**src/rtl/iommu_msi_pte_addr_gen.sv**
```systemverilog
// Iterative MSI window match and interrupt-file number extraction for the IOMMU MSI path.
// A request is latched in IDLE, compressed STEP mask bits per cycle in BUSY, and the
// resulting MSI PTE address is held in DONE until the response handshake completes.
module iommu_msi_pte_addr_gen #(
  parameter int unsigned MASK_LEN = 52,
  parameter int unsigned STEP     = 4,
  parameter int unsigned PPN_W    = 44,
  parameter int unsigned PA_W     = 56
) (
  input  logic                clk_i,
  input  logic                rst_i,
  input  logic                req_valid_i,
  output logic                req_ready_o,
  input  logic [MASK_LEN-1:0] gpaddr_i,
  input  logic [MASK_LEN-1:0] msi_mask_i,
  input  logic [MASK_LEN-1:0] msi_pattern_i,
  input  logic [3:0]          msiptp_mode_i,
  input  logic [PPN_W-1:0]    msiptp_ppn_i,
  output logic                rsp_valid_o,
  input  logic                rsp_ready_i,
  output logic                rsp_is_msi_o,
  output logic                rsp_err_o,
  output logic [MASK_LEN-1:0] rsp_imsic_num_o,
  output logic [PA_W-1:0]     rsp_pte_addr_o
);

  localparam int unsigned NumChunks = MASK_LEN / STEP;
  localparam int unsigned CntW      = (NumChunks > 1) ? $clog2(NumChunks) : 1;
  localparam int unsigned IdxW      = $clog2(MASK_LEN + 1);

  if ((MASK_LEN % STEP) != 0) begin : g_step_chk
    $error("MASK_LEN must be a multiple of STEP");
  end

  typedef enum logic [1:0] {StIdle, StBusy, StDone} state_e;

  state_e              state_q, state_d;
  logic [MASK_LEN-1:0] gpa_q, gpa_d;    // masked-off view shifts right one chunk per cycle
  logic [MASK_LEN-1:0] mask_q, mask_d;
  logic [PPN_W-1:0]    ppn_q, ppn_d;
  logic [CntW-1:0]     cnt_q, cnt_d;
  logic [IdxW-1:0]     idx_q, idx_d;
  logic [MASK_LEN-1:0] acc_q, acc_d;
  logic                is_msi_q, is_msi_d;
  logic                err_q, err_d;
  logic [MASK_LEN-1:0] imsic_q, imsic_d;
  logic [PA_W-1:0]     pte_q, pte_d;

  logic                match;
  logic [MASK_LEN-1:0] acc_v;
  logic [IdxW-1:0]     idx_v;

  assign match           = ((gpaddr_i ^ msi_pattern_i) & ~msi_mask_i) == '0;
  assign req_ready_o     = (state_q == StIdle);
  assign rsp_valid_o     = (state_q == StDone);
  assign rsp_is_msi_o    = is_msi_q;
  assign rsp_err_o       = err_q;
  assign rsp_imsic_num_o = imsic_q;
  assign rsp_pte_addr_o  = pte_q;

  // Next-state: accept/classify in IDLE, compress one chunk per BUSY cycle, wait in DONE.
  always_comb begin
    state_d  = state_q;
    gpa_d    = gpa_q;
    mask_d   = mask_q;
    ppn_d    = ppn_q;
    cnt_d    = cnt_q;
    idx_d    = idx_q;
    acc_d    = acc_q;
    is_msi_d = is_msi_q;
    err_d    = err_q;
    imsic_d  = imsic_q;
    pte_d    = pte_q;
    acc_v    = acc_q;
    idx_v    = idx_q;

    // Each selected mask bit deposits its GPA bit at the next packed position.
    for (int unsigned i = 0; i < STEP; i++) begin
      if (mask_q[i]) begin
        acc_v = acc_v | (MASK_LEN'(gpa_q[i]) << idx_v);
        idx_v = idx_v + IdxW'(1);
      end
    end

    unique case (state_q)
      StIdle: begin
        if (req_valid_i) begin
          gpa_d    = gpaddr_i;
          mask_d   = msi_mask_i;
          ppn_d    = msiptp_ppn_i;
          cnt_d    = '0;
          idx_d    = '0;
          acc_d    = '0;
          is_msi_d = 1'b0;
          err_d    = 1'b0;
          imsic_d  = '0;
          pte_d    = '0;
          if (msiptp_mode_i == 4'd1 && match) begin
            state_d = StBusy;
          end else begin
            state_d = StDone;
            err_d   = (msiptp_mode_i > 4'd1);
          end
        end
      end
      StBusy: begin
        gpa_d  = gpa_q >> STEP;
        mask_d = mask_q >> STEP;
        acc_d  = acc_v;
        idx_d  = idx_v;
        cnt_d  = cnt_q + CntW'(1);
        if (cnt_q == CntW'(NumChunks - 1)) begin
          state_d  = StDone;
          is_msi_d = 1'b1;
          imsic_d  = acc_v;
          pte_d    = PA_W'({ppn_q, 12'b0}) + PA_W'({acc_v, 4'b0});
        end
      end
      StDone: begin
        if (rsp_ready_i) begin
          state_d = StIdle;
        end
      end
      default: state_d = StIdle;
    endcase
  end

  // State and datapath registers with synchronous reset.
  always_ff @(posedge clk_i) begin
    if (rst_i) begin
      state_q  <= StIdle;
      gpa_q    <= '0;
      mask_q   <= '0;
      ppn_q    <= '0;
      cnt_q    <= '0;
      idx_q    <= '0;
      acc_q    <= '0;
      is_msi_q <= 1'b0;
      err_q    <= 1'b0;
      imsic_q  <= '0;
      pte_q    <= '0;
    end else begin
      state_q  <= state_d;
      gpa_q    <= gpa_d;
      mask_q   <= mask_d;
      ppn_q    <= ppn_d;
      cnt_q    <= cnt_d;
      idx_q    <= idx_d;
      acc_q    <= acc_d;
      is_msi_q <= is_msi_d;
      err_q    <= err_d;
      imsic_q  <= imsic_d;
      pte_q    <= pte_d;
    end
  end

endmodule

```
**config.mk**
```make
export PLATFORM = sky130hd
export DESIGN_NAME = iommu_msi_pte_addr_gen
export DESIGN_NICKNAME = d
export VERILOG_FILES = /design/src/rtl/iommu_msi_pte_addr_gen.sv
export SDC_FILE = /design/constraint.sdc
export NUM_CORES = 1
export LEC_CHECK = 0
export CAP_MARGIN = 20
export CORE_ASPECT_RATIO = 0.7
export CORE_MARGIN = 3
export CORE_UTILIZATION = 54
export CTS_BUF_LIST = sky130_fd_sc_hd__clkbuf_4 sky130_fd_sc_hd__clkbuf_8
export CTS_CLUSTER_SIZE = 40
export DETAILED_ROUTE_END_ITERATION = 6
export MAX_ROUTING_LAYER = met4
export PLACE_DENSITY = 0.82
export SYNTH_ARGS = -nofsm -noshare
export SYNTH_HDL_FRONTEND = slang
export SYNTH_SLANG_ARGS = --single-unit
export TNS_END_PERCENT = 10
```
**constraint.sdc**
```tcl
create_clock -name clk_i -period 8.05 [get_ports clk_i]
set_input_delay 1.61 -clock clk_i [delete_from_list [all_inputs] [get_ports clk_i]]
set_output_delay 1.61 -clock clk_i [all_outputs]
set_load 0.005 [all_outputs]
```
### Yosys cells after proc, flatten, opt, wreduce, memory -nomap -nowiden

Cells that the tools add are included.
W data, S select, Z words.

* flip-flop bits (word level): 322
* bits in latches: 0
* bits in writable memories: 0
* memory bits (read-only): 0
* input port bits: 208
* logic and storage cells: 76
* memories: 0

* $add $sub $neg: 6
* multiply operators: 0
* div/mod/pow operators: 0
* magnitude comparators: 1
* equal/unequal tests: 7
* shift operators: 4
* muxes and demuxes: 32
* bitwise logic cells: 7
* reductions and logical operators: 8

Operators with widths (count)
* $mux W52: 8
* $pmux W52 S2: 4
* $or A52 B52 Y52: 4
* $shl A1 B6 Y52: 4
* $mux W56: 2
* $pmux W56 S2: 1
* $add A56 B56 Y56: 1
* $and A52 B52 Y52: 1
* $logic_not A52 Y1: 1
* $not A52 Y52: 1
* $xor A52 B52 Y52: 1
* $mux W6: 5
* $add A6 B1 Y6 const B: 4
* $pmux W6 S2: 1
* $mux W2: 4
* $pmux W4 S2: 1
* $pmux W2 S3: 1
* $reduce_and A3 Y1: 2
* $add A4 B1 Y4 const B: 1
* $eq A4 B1 Y1 const B: 1
* $eq A4 B4 Y1 const B: 1
* $gt A4 B1 Y1 const B: 1
* $mux W4: 1
* $ne A2 B2 Y1 const B: 2
* other kinds (9): 12

### Longest topological paths before layout

* depth after elaboration: 12
* gate-level depth with buffers: 27
* mapped depth without buffers: 25

### Worst setup path before layout

Ideal clock, no wire load.

* path kind: register to register
* from: register idx_q[0]
* to: register pte_q[46], in the netlist rsp_pte_addr_o[46]
* setup time: 117 ps
* arrival time: 5586 ps
* path slack: 2346 ps
* cell stages (with the launch flop): 25
* path buffers: 0
* cells stage by stage: dfxtp_1 ha_1 mux2_2 ha_1 mux2i_2 inv_1 ha_1 xor2_1 inv_1 a2bb2oi_2 nor3_1 a21oi_1 inv_1 ha_1 inv_1 fa_1 nand2b_1 a21oi_1 a211oi_2 o31ai_1 a31oi_1 o31ai_2 o21a_1 o21ai_0 a32o_1

* longest elaborated chain between the ends: 12
* elaborated cells on any way between the ends: 21

Ends and longest elaborated chain
* from (decl): RTL line 42 `logic [IdxW-1:0] idx_q, idx_d;`
* from (signal assigned): RTL line 148 `idx_q <= idx_d;`
* $add A6 B1 Y6 / $shl A1 B6 Y52 (equally long branches): RTL line 81, 80
* $mux W6 / $or A52 B52 Y52 (equally long branches): RTL line 79, 80
* $add A6 B1 Y6, or another cell as far along: RTL line 81 `idx_v = idx_v + IdxW'(1);`
* $mux W6 / $or A52 B52 Y52 (equally long branches): RTL line 79, 80
* $add A6 B1 Y6, or another cell as far along: RTL line 81
* $mux W6 / $or A52 B52 Y52 (equally long branches): RTL line 79, 80
* $shl A1 B6 Y52 / $mux W52 (equally long branches): RTL line 80, 79
* $or A52 B52 Y52: RTL line 80 `acc_v = acc_v | (MASK_LEN'(gpa_q[i]) << idx_v);`
* $mux W52 *: RTL line 79 `if (mask_q[i]) begin`
* $add A56 B56 Y56 *: RTL line 116 `pte_d = PA_W'({ppn_q, 12'b0}) + PA_W'({acc_v, 4'b0});`
* $mux W56 *: RTL line 112 `if (cnt_q == CntW'(NumChunks - 1)) begin`
* $pmux W56 S2 *: RTL line 85 `unique case (state_q)`
* to (signal assigned): RTL line 153 `pte_q <= pte_d;`
* to (decl): RTL line 47 `logic [PA_W-1:0] pte_q, pte_d;`

Mark *: on every way between the ends. The rest lies on a longest branch, timed or not. The select of a mux whose other input is x is not followed.
A chain may end at the register's enable or synchronous reset.

### Final worst setup path

* from: register idx_q[1]
* to: register pte_q[50], in the netlist rsp_pte_addr_o[50]

Same word-level chain as after synthesis.

==> results.md <==
- Largest net degree at the start of global routing: 99
- Via count of the routed design: roughly 19,000
- Setup TNS Final: 0 ns
- Initial Util: 0.5548
- EDFF count, synth: 0
- Gr ovfl total: 0
- # resized after CTS: 0
- Fill cells: 2,415
- Die area: 33,400 µm²
- Synth Flop Type: dfxtp_1
- Clk_lat worst skew: 0.61 ns
- H-tree levels: 2
- Post-synth ARST share: 0
- Top cell by count, worst path: ha_1
- Max Root-Sink Buffers: 3
- Setup violators final: 0
- RSZ-0062 raised after global routing: no
- Number of diodes: 0
- Ys Warns: 0
- Critical path's slowest cell: o31ai_2
- Top cell type's share of synthesized area: 0.3683
- Tot GR Track Use: 0.4261
- ANT nets after route: 0
- WL/cell: 24.94 µm
- Gp weighted congestion: 1.111
- Pre-CTS setup slack: 1.336 ns
- DRC viols: 0
- Hold_ws: roughly 0.44 ns
- Crit start category: register
- Syn Area/Cell: 7.723 µm²
- Commonest non-fill, non-tap cell in the layout: nand2_1
- Yosys cell types: 89
- TritonCTS clock tree: built
- Final Hold Viols: 0
- Chip Width: 217.1 µm
- Status: finished clean
- Fin util: 0.7008
- Post-Syn Instances: 2,182
- Worst path max stage delay: 0.63 ns
- CP required: about 8.6 ns
- Vias in the first global route: 17,296
- Core ar.: ~30,000 µm²
- Max layer used: met4
- Antenna violations before repair: 0
- Post-synthesis sequential area ratio: 0.3683
- Seq cells post-synth: 310
- DRC marker count from the first detailed-route iteration: 2,949
- Worst slew margin: 0.2264
- Hold-fix buffers, CTS: 0
- I/O Buffers: 315
- WP data arrival: 7.46 ns
- Most frequent cells in the layout: 320 x nand2_1, 314 x clkdlybuf4s50_1, 310 x dfxtp_1
- Root cell of the clock tree: clkbuf_8
- Vias per cell: 6.546
- Die H: 153.8 µm
- Final net count: ~2,700
- Critical path peak fanout: 12
- Clock buffer count from CTS: 47
- Post-Route M1 WL: 30.35 mm
- Worst-Margin Slew: 1.156 ns
- Detailed Routing Iterations Pass 1: 6
- Final worst slack: 1.108 ns
- First-pass GRT wire length: 106.7 mm
- Power per cell area: 166.4 nW/µm²
- Max-slew violations: 0
- Synthesized area: 16,850 µm²
- Placed insts: 2,802
- Post-Layout Cell Count: 2,886
- Crit Path Class: reg -> reg
- Layout area overhead: 26.30%
- Worst clock skew: 0.01915 ns
- Fraction of layout cells with a size suffix above 1: 0.06952
- Worst Setup End Kind: register
- Max cap viols: 0
- Final min period: 6.942 ns
- Met3 routed WL: 11.45 mm
- Setup Buffers After CTS: 0
- Max Fclk: 144.0 MHz
- Synth top area cells: dfxtp_1 37%, nand2_1 7.2%, a21oi_1 6.7%
- VDD IR-drop max: 0.1444 mV
- Post-synth top area cell: dfxtp_1
- Clock slew at reported path FFs: roughly 0.07 ns
- Hold crit path type: reg -> reg
- WL met2: 28.52 mm
- Clock sink count: 310
- I/O pin total: 320
- Leak pwr: between 0.008 and 0.009 µW
- Number of core rows: 53
- Final wirelength: 71.98 mm
- Final Cycle Share: 0.8624
- Hpwl dp: 54.04 mm
==> sequential cells by signal (all words and copies together), names as in the netlist <==
name             count
acc_q               52
cnt_q                4
gpa_q               52
idx_q                6
mask_q              52
ppn_q               44
rsp_err_o            1
rsp_imsic_num_o     52
rsp_is_msi_o         1
rsp_pte_addr_o      44
state_q              2
==> power breakdown <==
part           internal, µW  total [µW]  leakage, µW  switching [µW]
clock network           802        1470     0.000551             666
logic                   190         450      0.00507             260
registers              1590        1620      0.00253            37.9
total                  2580        3540      0.00815             963
==> layer usage <==
layer  up-vias  global-route usage
met2      1442              0.5647
li1       8324                   -
met3       157              0.1555
met4         0             0.08970
met5         -                   -
met1      8969              0.6160
==> layout make-up <==
class                   instances  area, µm²  area share
flip-flops and latches        310       6206      0.2916
well taps                     412      515.5     0.02422
repair buffers                352       3445      0.1618
inverters                      46      172.7    0.008113
clock buffers                  69      880.8     0.04139
clock inverters                14      158.9    0.007466
multi-input cells            1683       9905      0.4654
==> stage by stage <==
stage	instance area [µm²]	total power [µW]
after floorplan	16860	1865
after global placement	20220	2074
after detailed placement	20220	2085
after CTS	21260	3520
after global routing	21280	3643
final	21280	3541
==> cell usage after synthesis (6+ instances only) <==
cell type,number
a22o_1,20
a211oi_1,11
buf_4,16
and2_1,9
nand3_1,71
and3_1,14
nand4_1,9
nand3b_1,6
xor2_1,23
clkbuf_1,112
ha_1,52
a22oi_1,56
o2111ai_1,6
o21ai_0,112
inv_1,44
nor4_1,65
xnor2_1,79
nor2b_1,9
or3_1,8
o21bai_1,6
o21a_1,12
o21ai_1,22
o211ai_1,10
buf_2,11
nor3_1,32
a21o_1,24
o221ai_1,18
a221o_1,18
a221oi_1,11
a31oi_1,26
a21oi_1,227
nand2b_1,24
o31ai_1,6
buf_1,7
or2_2,6
o22ai_1,28
nor2_1,254
dfxtp_1,310
nand2_1,322
==> worst max-delay path, delay by kind of cell (launching register included) <==
family / cells / cell delay (ns)
AO/OA/AOI/OAI: 10 / 2.70
XOR/XNOR: 1 / 0.20
adder cells (fa/ha/maj): 5 / 1.45
buffers and inverters: 4 / 0.53
flip-flops: 1 / 0.55
multiplexers: 2 / 0.73
AND/OR/NAND/NOR: 4 / 0.70
==> path summary, 6_finish.rpt <==
path	startpoint	endpoint	slack (ns)	cells past startpoint
min	rsp_imsic_num_o[43]	rsp_imsic_num_o[43]	0.44	2
max	idx_q[1]	rsp_pte_addr_o[50]	1.11	26
min reg2reg	rsp_imsic_num_o[43]	rsp_imsic_num_o[43]	0.44	2
max reg2reg	idx_q[1]	rsp_pte_addr_o[50]	1.11	26
==> logic make-up after synthesis <==
logic type,synth area share
AO/OA/AOI/OAI,0.2509
XOR/XNOR,0.06333
adder cells (fa/ha/maj),0.03980
buffers and inverters,0.04715
flip-flops,0.3683
multiplexers,0.003341
other,0.0002225
AND/OR/NAND/NOR,0.2270
No activity file was read; power rests on OpenSTA's default activity.
